### config.mk
export PLATFORM = sky130hd
export DESIGN_NAME = host_ctrl
export DESIGN_NICKNAME = d
export VERILOG_FILES = /design/src/rtl/host_ctrl.sv
export SDC_FILE = /design/constraint.sdc
export NUM_CORES = 1
export LEC_CHECK = 0
export CAP_MARGIN = 20
export CORE_MARGIN = 4
export CORE_UTILIZATION = 35
export CTS_CLUSTER_SIZE = 30
export DETAILED_ROUTE_END_ITERATION = 12
export PLACE_DENSITY = 0.65
export SLEW_MARGIN = 20
export SYNTH_ARGS = -nofsm -noshare
export SYNTH_HDL_FRONTEND = slang
export SYNTH_SLANG_ARGS = --single-unit
### constraint.sdc
create_clock -name clk -period 1.87 [get_ports clk]
set_input_delay 0.187 -clock clk [delete_from_list [all_inputs] [get_ports clk]]
set_output_delay 0.187 -clock clk [all_outputs]
set_load 0.05 [all_outputs]
### src/rtl/host_ctrl.sv
// SUMP host-protocol controller: parses short/long commands from the RXD byte stream,
// answers the ID query and serialises MDW-wide memory words into kept TXD bytes.
module host_ctrl #(
    parameter int          MDW = 32,
    parameter int          TMO = 5_000_000,
    parameter logic [31:0] ID  = 32'h534c4131
) (
    input  logic             clk,
    input  logic             rst,
    input  logic             str_rxd_tvalid,
    input  logic [7:0]       str_rxd_tdata,
    output logic             str_rxd_tready,
    output logic [7:0]       cmd_code,
    output logic [31:0]      cmd_data,
    output logic             cmd_valid,
    input  logic             mem_tvalid,
    input  logic [MDW-1:0]   mem_tdata,
    input  logic [MDW/8-1:0] mem_tkeep,
    input  logic             mem_tlast,
    output logic             mem_tready,
    output logic             str_txd_tvalid,
    output logic [7:0]       str_txd_tdata,
    input  logic             str_txd_tready,
    output logic             busy,
    output logic             err_timeout
);

    localparam int NB = MDW / 8;
    localparam int IW = (NB > 1) ? $clog2(NB) : 1;
    localparam int TW = $clog2(TMO + 1);

    typedef enum logic {RX_IDLE, RX_ARG} rx_state_e;
    typedef enum logic [1:0] {TX_IDLE, TX_ID, TX_WORD} tx_state_e;

    // ---------------- receive side ----------------
    rx_state_e     rx_state_q;
    logic          run_q;
    logic [7:0]    op_q;
    logic [31:0]   arg_q;
    logic [1:0]    cnt_q;
    logic [TW-1:0] tmr_q;
    logic [7:0]    cmd_code_q;
    logic [31:0]   cmd_data_q;
    logic          cmd_valid_q;
    logic          err_q;

    logic rx_fire;
    logic id_set;
    logic abort_now;

    assign rx_fire   = str_rxd_tvalid & run_q;
    assign id_set    = rx_fire && (rx_state_q == RX_IDLE) && (str_rxd_tdata == 8'h02);
    assign abort_now = cmd_valid_q && (cmd_code_q == 8'h00);

    // NOTE: sequential state is only ever written with <= so every block sees pre-edge values.
    always_ff @(posedge clk or negedge rst) begin
        if (!rst) begin
            rx_state_q  <= RX_IDLE;
            run_q       <= 1'b0;
            op_q        <= '0;
            arg_q       <= '0;
            cnt_q       <= '0;
            tmr_q       <= '0;
            cmd_code_q  <= '0;
            cmd_data_q  <= '0;
            cmd_valid_q <= 1'b0;
            err_q       <= 1'b0;
        end else begin
            run_q       <= 1'b1;
            cmd_valid_q <= 1'b0;
            err_q       <= 1'b0;
            case (rx_state_q)
                RX_IDLE: begin
                    if (rx_fire) begin
                        if (!str_rxd_tdata[7]) begin
                            cmd_code_q  <= str_rxd_tdata;
                            cmd_data_q  <= '0;
                            cmd_valid_q <= 1'b1;
                        end else begin
                            op_q       <= str_rxd_tdata;
                            cnt_q      <= '0;
                            tmr_q      <= '0;
                            rx_state_q <= RX_ARG;
                        end
                    end
                end
                RX_ARG: begin
                    if (rx_fire) begin
                        tmr_q                <= '0;
                        cnt_q                <= cnt_q + 2'd1;
                        arg_q[8*cnt_q +: 8]  <= str_rxd_tdata;
                        if (cnt_q == 2'd3) begin
                            cmd_code_q  <= op_q;
                            cmd_data_q  <= {str_rxd_tdata, arg_q[23:0]};
                            cmd_valid_q <= 1'b1;
                            rx_state_q  <= RX_IDLE;
                        end
                    end else if (tmr_q == TW'(TMO - 1)) begin
                        // The partial argument is dropped; cmd_code/cmd_data keep the last command.
                        err_q      <= 1'b1;
                        rx_state_q <= RX_IDLE;
                    end else begin
                        tmr_q <= tmr_q + 1'b1;
                    end
                end
                default: rx_state_q <= RX_IDLE;
            endcase
        end
    end

    // ---------------- transmit side ----------------
    tx_state_e      tx_state_q;
    logic [MDW-1:0] word_q;
    logic [NB-1:0]  keep_q;
    logic           last_q;
    logic [2:0]     id_idx_q;
    logic           txd_valid_q;
    logic [7:0]     txd_data_q;
    logic           busy_q;
    logic           rd_act_q;
    logic           id_pend_q;
    logic           abort_q;

    logic          abort;
    logic          txd_fire;
    logic          mem_fire;
    logic [IW-1:0] new_idx;
    logic [IW-1:0] nxt_idx;

    function automatic logic [IW-1:0] lowest(input logic [NB-1:0] k);
        lowest = '0;
        for (int i = NB - 1; i >= 0; i--) begin
            if (k[i]) lowest = IW'(i);
        end
    endfunction

    assign abort    = abort_now | abort_q;
    assign txd_fire = txd_valid_q & str_txd_tready;
    // NOTE: mem_tready is combinational so a waiting word is taken in the same IDLE cycle.
    assign mem_fire = run_q && (tx_state_q == TX_IDLE) && !id_pend_q && !abort && mem_tvalid;
    assign new_idx  = lowest(mem_tkeep);
    assign nxt_idx  = lowest(keep_q);

    always_ff @(posedge clk or negedge rst) begin
        if (!rst) begin
            tx_state_q  <= TX_IDLE;
            word_q      <= '0;
            keep_q      <= '0;
            last_q      <= 1'b0;
            id_idx_q    <= '0;
            txd_valid_q <= 1'b0;
            txd_data_q  <= '0;
            busy_q      <= 1'b0;
            rd_act_q    <= 1'b0;
            id_pend_q   <= 1'b0;
            abort_q     <= 1'b0;
        end else begin
            if (abort) begin
                // A byte already on the bus must finish its handshake before the drop.
                if (txd_valid_q && !str_txd_tready) begin
                    abort_q <= 1'b1;
                end else begin
                    abort_q     <= 1'b0;
                    txd_valid_q <= 1'b0;
                    tx_state_q  <= TX_IDLE;
                    busy_q      <= 1'b0;
                    rd_act_q    <= 1'b0;
                end
            end else begin
                case (tx_state_q)
                    TX_IDLE: begin
                        if (id_pend_q) begin
                            id_pend_q   <= 1'b0;
                            txd_valid_q <= 1'b1;
                            txd_data_q  <= ID[7:0];
                            id_idx_q    <= 3'd1;
                            busy_q      <= 1'b1;
                            tx_state_q  <= TX_ID;
                        end else if (mem_fire) begin
                            word_q      <= mem_tdata;
                            last_q      <= mem_tlast;
                            keep_q      <= mem_tkeep & ~(NB'(1) << new_idx);
                            txd_valid_q <= |mem_tkeep;
                            if (|mem_tkeep) txd_data_q <= mem_tdata[8*new_idx +: 8];
                            busy_q      <= 1'b1;
                            rd_act_q    <= !mem_tlast;
                            tx_state_q  <= TX_WORD;
                        end
                    end
                    TX_ID: begin
                        if (txd_fire) begin
                            if (id_idx_q == 3'd4) begin
                                txd_valid_q <= 1'b0;
                                busy_q      <= rd_act_q;
                                tx_state_q  <= TX_IDLE;
                            end else begin
                                txd_data_q <= ID[8*id_idx_q +: 8];
                                id_idx_q   <= id_idx_q + 3'd1;
                            end
                        end
                    end
                    TX_WORD: begin
                        if (!txd_valid_q || txd_fire) begin
                            if (|keep_q) begin
                                txd_data_q  <= word_q[8*nxt_idx +: 8];
                                txd_valid_q <= 1'b1;
                                keep_q      <= keep_q & ~(NB'(1) << nxt_idx);
                            end else begin
                                txd_valid_q <= 1'b0;
                                tx_state_q  <= TX_IDLE;
                                if (last_q) busy_q <= 1'b0;
                            end
                        end
                    end
                    default: tx_state_q <= TX_IDLE;
                endcase
            end
            // A fresh ID query wins over the clears above.
            if (abort_now) id_pend_q <= 1'b0;
            if (id_set)    id_pend_q <= 1'b1;
        end
    end

    assign str_rxd_tready = run_q;
    assign cmd_code       = cmd_code_q;
    assign cmd_data       = cmd_data_q;
    assign cmd_valid      = cmd_valid_q;
    assign err_timeout    = err_q;
    assign mem_tready     = mem_fire;
    assign str_txd_tvalid = txd_valid_q;
    assign str_txd_tdata  = txd_data_q;
    assign busy           = busy_q;

endmodule

==> run summary <==
The run finished, with violations left. The final reports fail on setup timing. The number of detailed-route iterations in the first pass is 5, and the ratio of cells with drive above 1 in the final layout is 20.30%. The width of the die is 156.7 um, and the global-route wire length before repair is 34.04 mm. After clock tree synthesis, the clock-pin slew on the worst setup and hold paths is 0.08 ns. The start of the worst register-to-register path is cmd_code[7]. Setup repair after global routing could not meet its margin everywhere.

The root buffer cell was sky130_fd_sc_hd__clkbuf_16. The cell with the most instances on the worst path is sky130_fd_sc_hd__buf_12. Leaving out fill and tap cells, the most frequent cell in the layout is sky130_fd_sc_hd__nand2_1.

For the residual overflow from global routing, the log shows 0. The clock passes through at most 2 buffers. The synthesized design devotes to its leading area cell type 50.45% of total area.

The layout has 1989 filler cells. Together, buffers and inverters on the worst path number 3. The first routing iteration left 395 violations.

TritonCTS built the clock tree. The worst path arrival time is 1.82 ns, and the final count of negative-setup-slack endpoints is 25. The run gives 1043 as the count of nets after finishing. Walking the worst path, the cells encountered are nor4_4 > a41o_1 > buf_12 > nor2_4 > buf_12 > buf_12. The wire length after detailed routing was 21.16 mm.

The clock reaches the later pin of the worst-skew pair after 0.44 ns. Class of the most critical hold timing path: primary input to asynchronous set/reset pin. The via count of the routed design came out at 6551.

The synthesized cell area is 7737 sq um. The post-synthesis async set-or-reset flop share came out at 100.0%. After detailed routing, the average wire length per cell comes to 16.66 um. The final cell count without fillers was 1270.

The clock arrives with 0.01354 ns of skew. At the pin with the least slew margin, the transition time is 0.5582 ns. 104 I/O pins were placed. The synthesized netlist net count was 856; the y dimension of the die was 156.7 um. Number of buffers created by CTS: 17. The final critical path takes up 107.6% of the cycle. The synthesized design contains 156 register bits. The tools report the type of element capturing the critical path as an output port. The largest single stage delay on the critical path is 0.42 ns. The tools report the launching element type of the critical path as a flop. The final critical-path required period was 2.011 ns; the number of flops mapped to enable cells by yosys was 0. Dominant synthesized flop cell: sky130_fd_sc_hd__dfrtp_1.

The critical path data required time came out at 1.68 ns. Of the synthesized area, sequential elements account for 50.45%. The post-detailed-route DRC marker count is 0.

Yosys printed 0 warnings. The synthesized area per cell came out at 9.794 sq um. The number of antenna violations at the first check in global routing is 0, and the critical-path maximum fanout is 3. For this run, the total global-route usage over all layers was measured as 17.29%.

Across all hold checks on the routed design, the worst slack comes to 0.2259 ns. For the via count of the first global-routing pass, the log shows 6550. The class of the most critical setup path is flop to output port. After technology mapping, the gate count stands at 790. For the post-DP HPWL, the log shows 15.27 mm.

Prior to clock tree synthesis, the placed netlist has a worst setup slack of -0.2306 ns. The final hold violation count was 0; the areal power density over the cells was 1349 nW/um^2. The total placed cells including tap cells was 1225; the last weighted congestion value of the routability-driven placer was 0.9586. Across the VDD grid, the largest voltage drop is 513.6 uV. The tool flagged a number of max-cap violations equal to 0.

Counting every sink on the clock net gives 156. The top cell types in the final layout, fill and taps aside, are sky130_fd_sc_hd__nand2_1, sky130_fd_sc_hd__dfrtp_1, sky130_fd_sc_hd__buf_4. The number of different library cells used by synthesis comes to 69.

Dividing the detail-routed via count by the number of cells gives 5.158. The cell with the largest stage delay on the worst path was sky130_fd_sc_hd__dfrtp_2. Buffers placed on the I/O ports in this run total 103. The run gives 62.39% as the normalized max-slew margin. The largest total area in the synthesized netlist belongs to sky130_fd_sc_hd__dfrtp_1. CTS built an H-tree with a depth of 4. After synthesis, the cell types taking the most area are sky130_fd_sc_hd__dfrtp_1, sky130_fd_sc_hd__nand2_1, sky130_fd_sc_hd__o21ai_0, sky130_fd_sc_hd__mux2_1, sky130_fd_sc_hd__mux2i_1. The initialized floorplan defines 54 standard-cell rows. The signed area change from the synthesized netlist to the final layout is 37.34%.

The family with the most delay on the worst path is flip-flops. In this run the static leakage power is 4.562 nW. The initial utilization of the core area, before any placement, comes to 35.56%.

The number of antenna diodes in the final layout is 0. Based on the critical path, the design can be clocked at up to 497.2 MHz. The tools report the launch point of the critical path as cmd_code[7]. The tools report the post-route worst setup slack as -0.1412 ns. The detail route stage leaves a number of antenna-violating nets equal to 0. After floorplanning, the core was sized to cover 21760 sq um.

The overall die area is 24550 sq um. The number of max-slew violations in the final report is 0. Largest net degree at the start of global routing: 40.
==> cell usage after synthesis (6+ instances only) <==
master                       n
sky130_fd_sc_hd__nand2_1   161
sky130_fd_sc_hd__dfrtp_1   156
sky130_fd_sc_hd__o21ai_0    93
sky130_fd_sc_hd__mux2_1     41
sky130_fd_sc_hd__a21oi_1    31
sky130_fd_sc_hd__nor2_1     22
sky130_fd_sc_hd__clkbuf_1   21
sky130_fd_sc_hd__mux2i_1    21
sky130_fd_sc_hd__inv_1      20
sky130_fd_sc_hd__ha_1       16
sky130_fd_sc_hd__o211ai_1   16
sky130_fd_sc_hd__mux2_2     14
sky130_fd_sc_hd__nand3_1    14
sky130_fd_sc_hd__a31oi_1    13
sky130_fd_sc_hd__buf_2      10
sky130_fd_sc_hd__nand2b_1   10
sky130_fd_sc_hd__o21ai_1     9
sky130_fd_sc_hd__nor3_1      8
sky130_fd_sc_hd__and2_1      7
sky130_fd_sc_hd__nand4_1     7
sky130_fd_sc_hd__or3_1       7
sky130_fd_sc_hd__o31ai_1     6
==> cell families after synthesis <==
kind of cell	share of synthesized area, %
muxes	10.72
other	0.04847
buffers and inverters	3.186
adders and majority gates	2.587
DFF	50.45
xor gates and xnor gates	0.2264
and+or+nand+nor	17.01
AOI/OAI and AO/OA	15.77
==> sequential cells by signal, indices dropped and copies added (netlist names), 2 cells and up <==
register / count
op_q: 8
tx_state_q: 2
tmr_q: 23
cmd_code: 8
cnt_q: 2
word_q: 32
cmd_data: 32
arg_q: 24
str_txd_tdata: 8
id_idx_q: 3
keep_q: 4
==> area by class of cell <==
cell class,count,area (sq um),area share [%]
well taps,280,350.3,3.297
repair buffers,205,1927,18.13
inverters,20,75.07,0.7065
clock buffers,17,425.4,4.003
flip-flops and latches,156,3920,36.89
clock inverters,15,196.4,1.849
multi-input cells,577,3732,35.12
==> timing repair <==
item / in CTS / in global routing
buffers inserted: 7 / 2
pin swaps: 4 / 10
gates cloned: 2 / 2
gates resized for setup: 10 / 26
hold buffers: 1 / 0
endpoints found under the setup margin: 29 / 73
endpoints found under the hold margin: 43 / 0
==> stage by stage <==
stage | area (sq um) | utilization (%) | total power [W] | setup TNS (ns)
global route | 10630 | 48.84 | 0.01514 | -5.254
CTS | 10490 | 48.23 | 0.01430 | -1.366
floorplan | 7812 | - | 0.008486 | -0.03322
finish | 10630 | 48.84 | 0.01434 | -0.7806
detailed placement | 9739 | 44.77 | 0.01063 | -1.537
global placement | 9739 | 44.77 | 0.01050 | -1.171
==> where the power goes <==
part | internal (W) | leakage [nW] | switching, W
clock | 0.00183 | 0.301 | 0.00169
sequential | 0.00435 | 2.00 | 0.000593
combinational | 0.00248 | 2.26 | 0.00340
total | 0.00866 | 4.56 | 0.00568
==> routing by layer <==
layer  GRT usage [%]  wire, um  part of all wire [%]  up-vias
li1                -         -                     -     3201
met1           23.58      9453                    45     3161
met2           28.41     10470                    49      162
met3           2.710       910                   4.3       27
met4           5.372       334                   1.6        0
met5               0         0                     0        -
==> path summary, 6_finish.rpt <==
check / endpoint / slack [ns] / cells after the start
max in group asynchronous: tmr_q[19] / 0.96 / 3
worst max-delay path: mem_tready / -0.14 / 6
worst min-delay path: word_q[9] / 0.23 / 2
min in group clk: rd_act_q / 0.39 / 2
worst min register to register: op_q[7] / 0.48 / 1
worst max register to register: tx_state_q[0] / -0.09 / 7
Note: power is estimated with default switching activity, not from simulation.
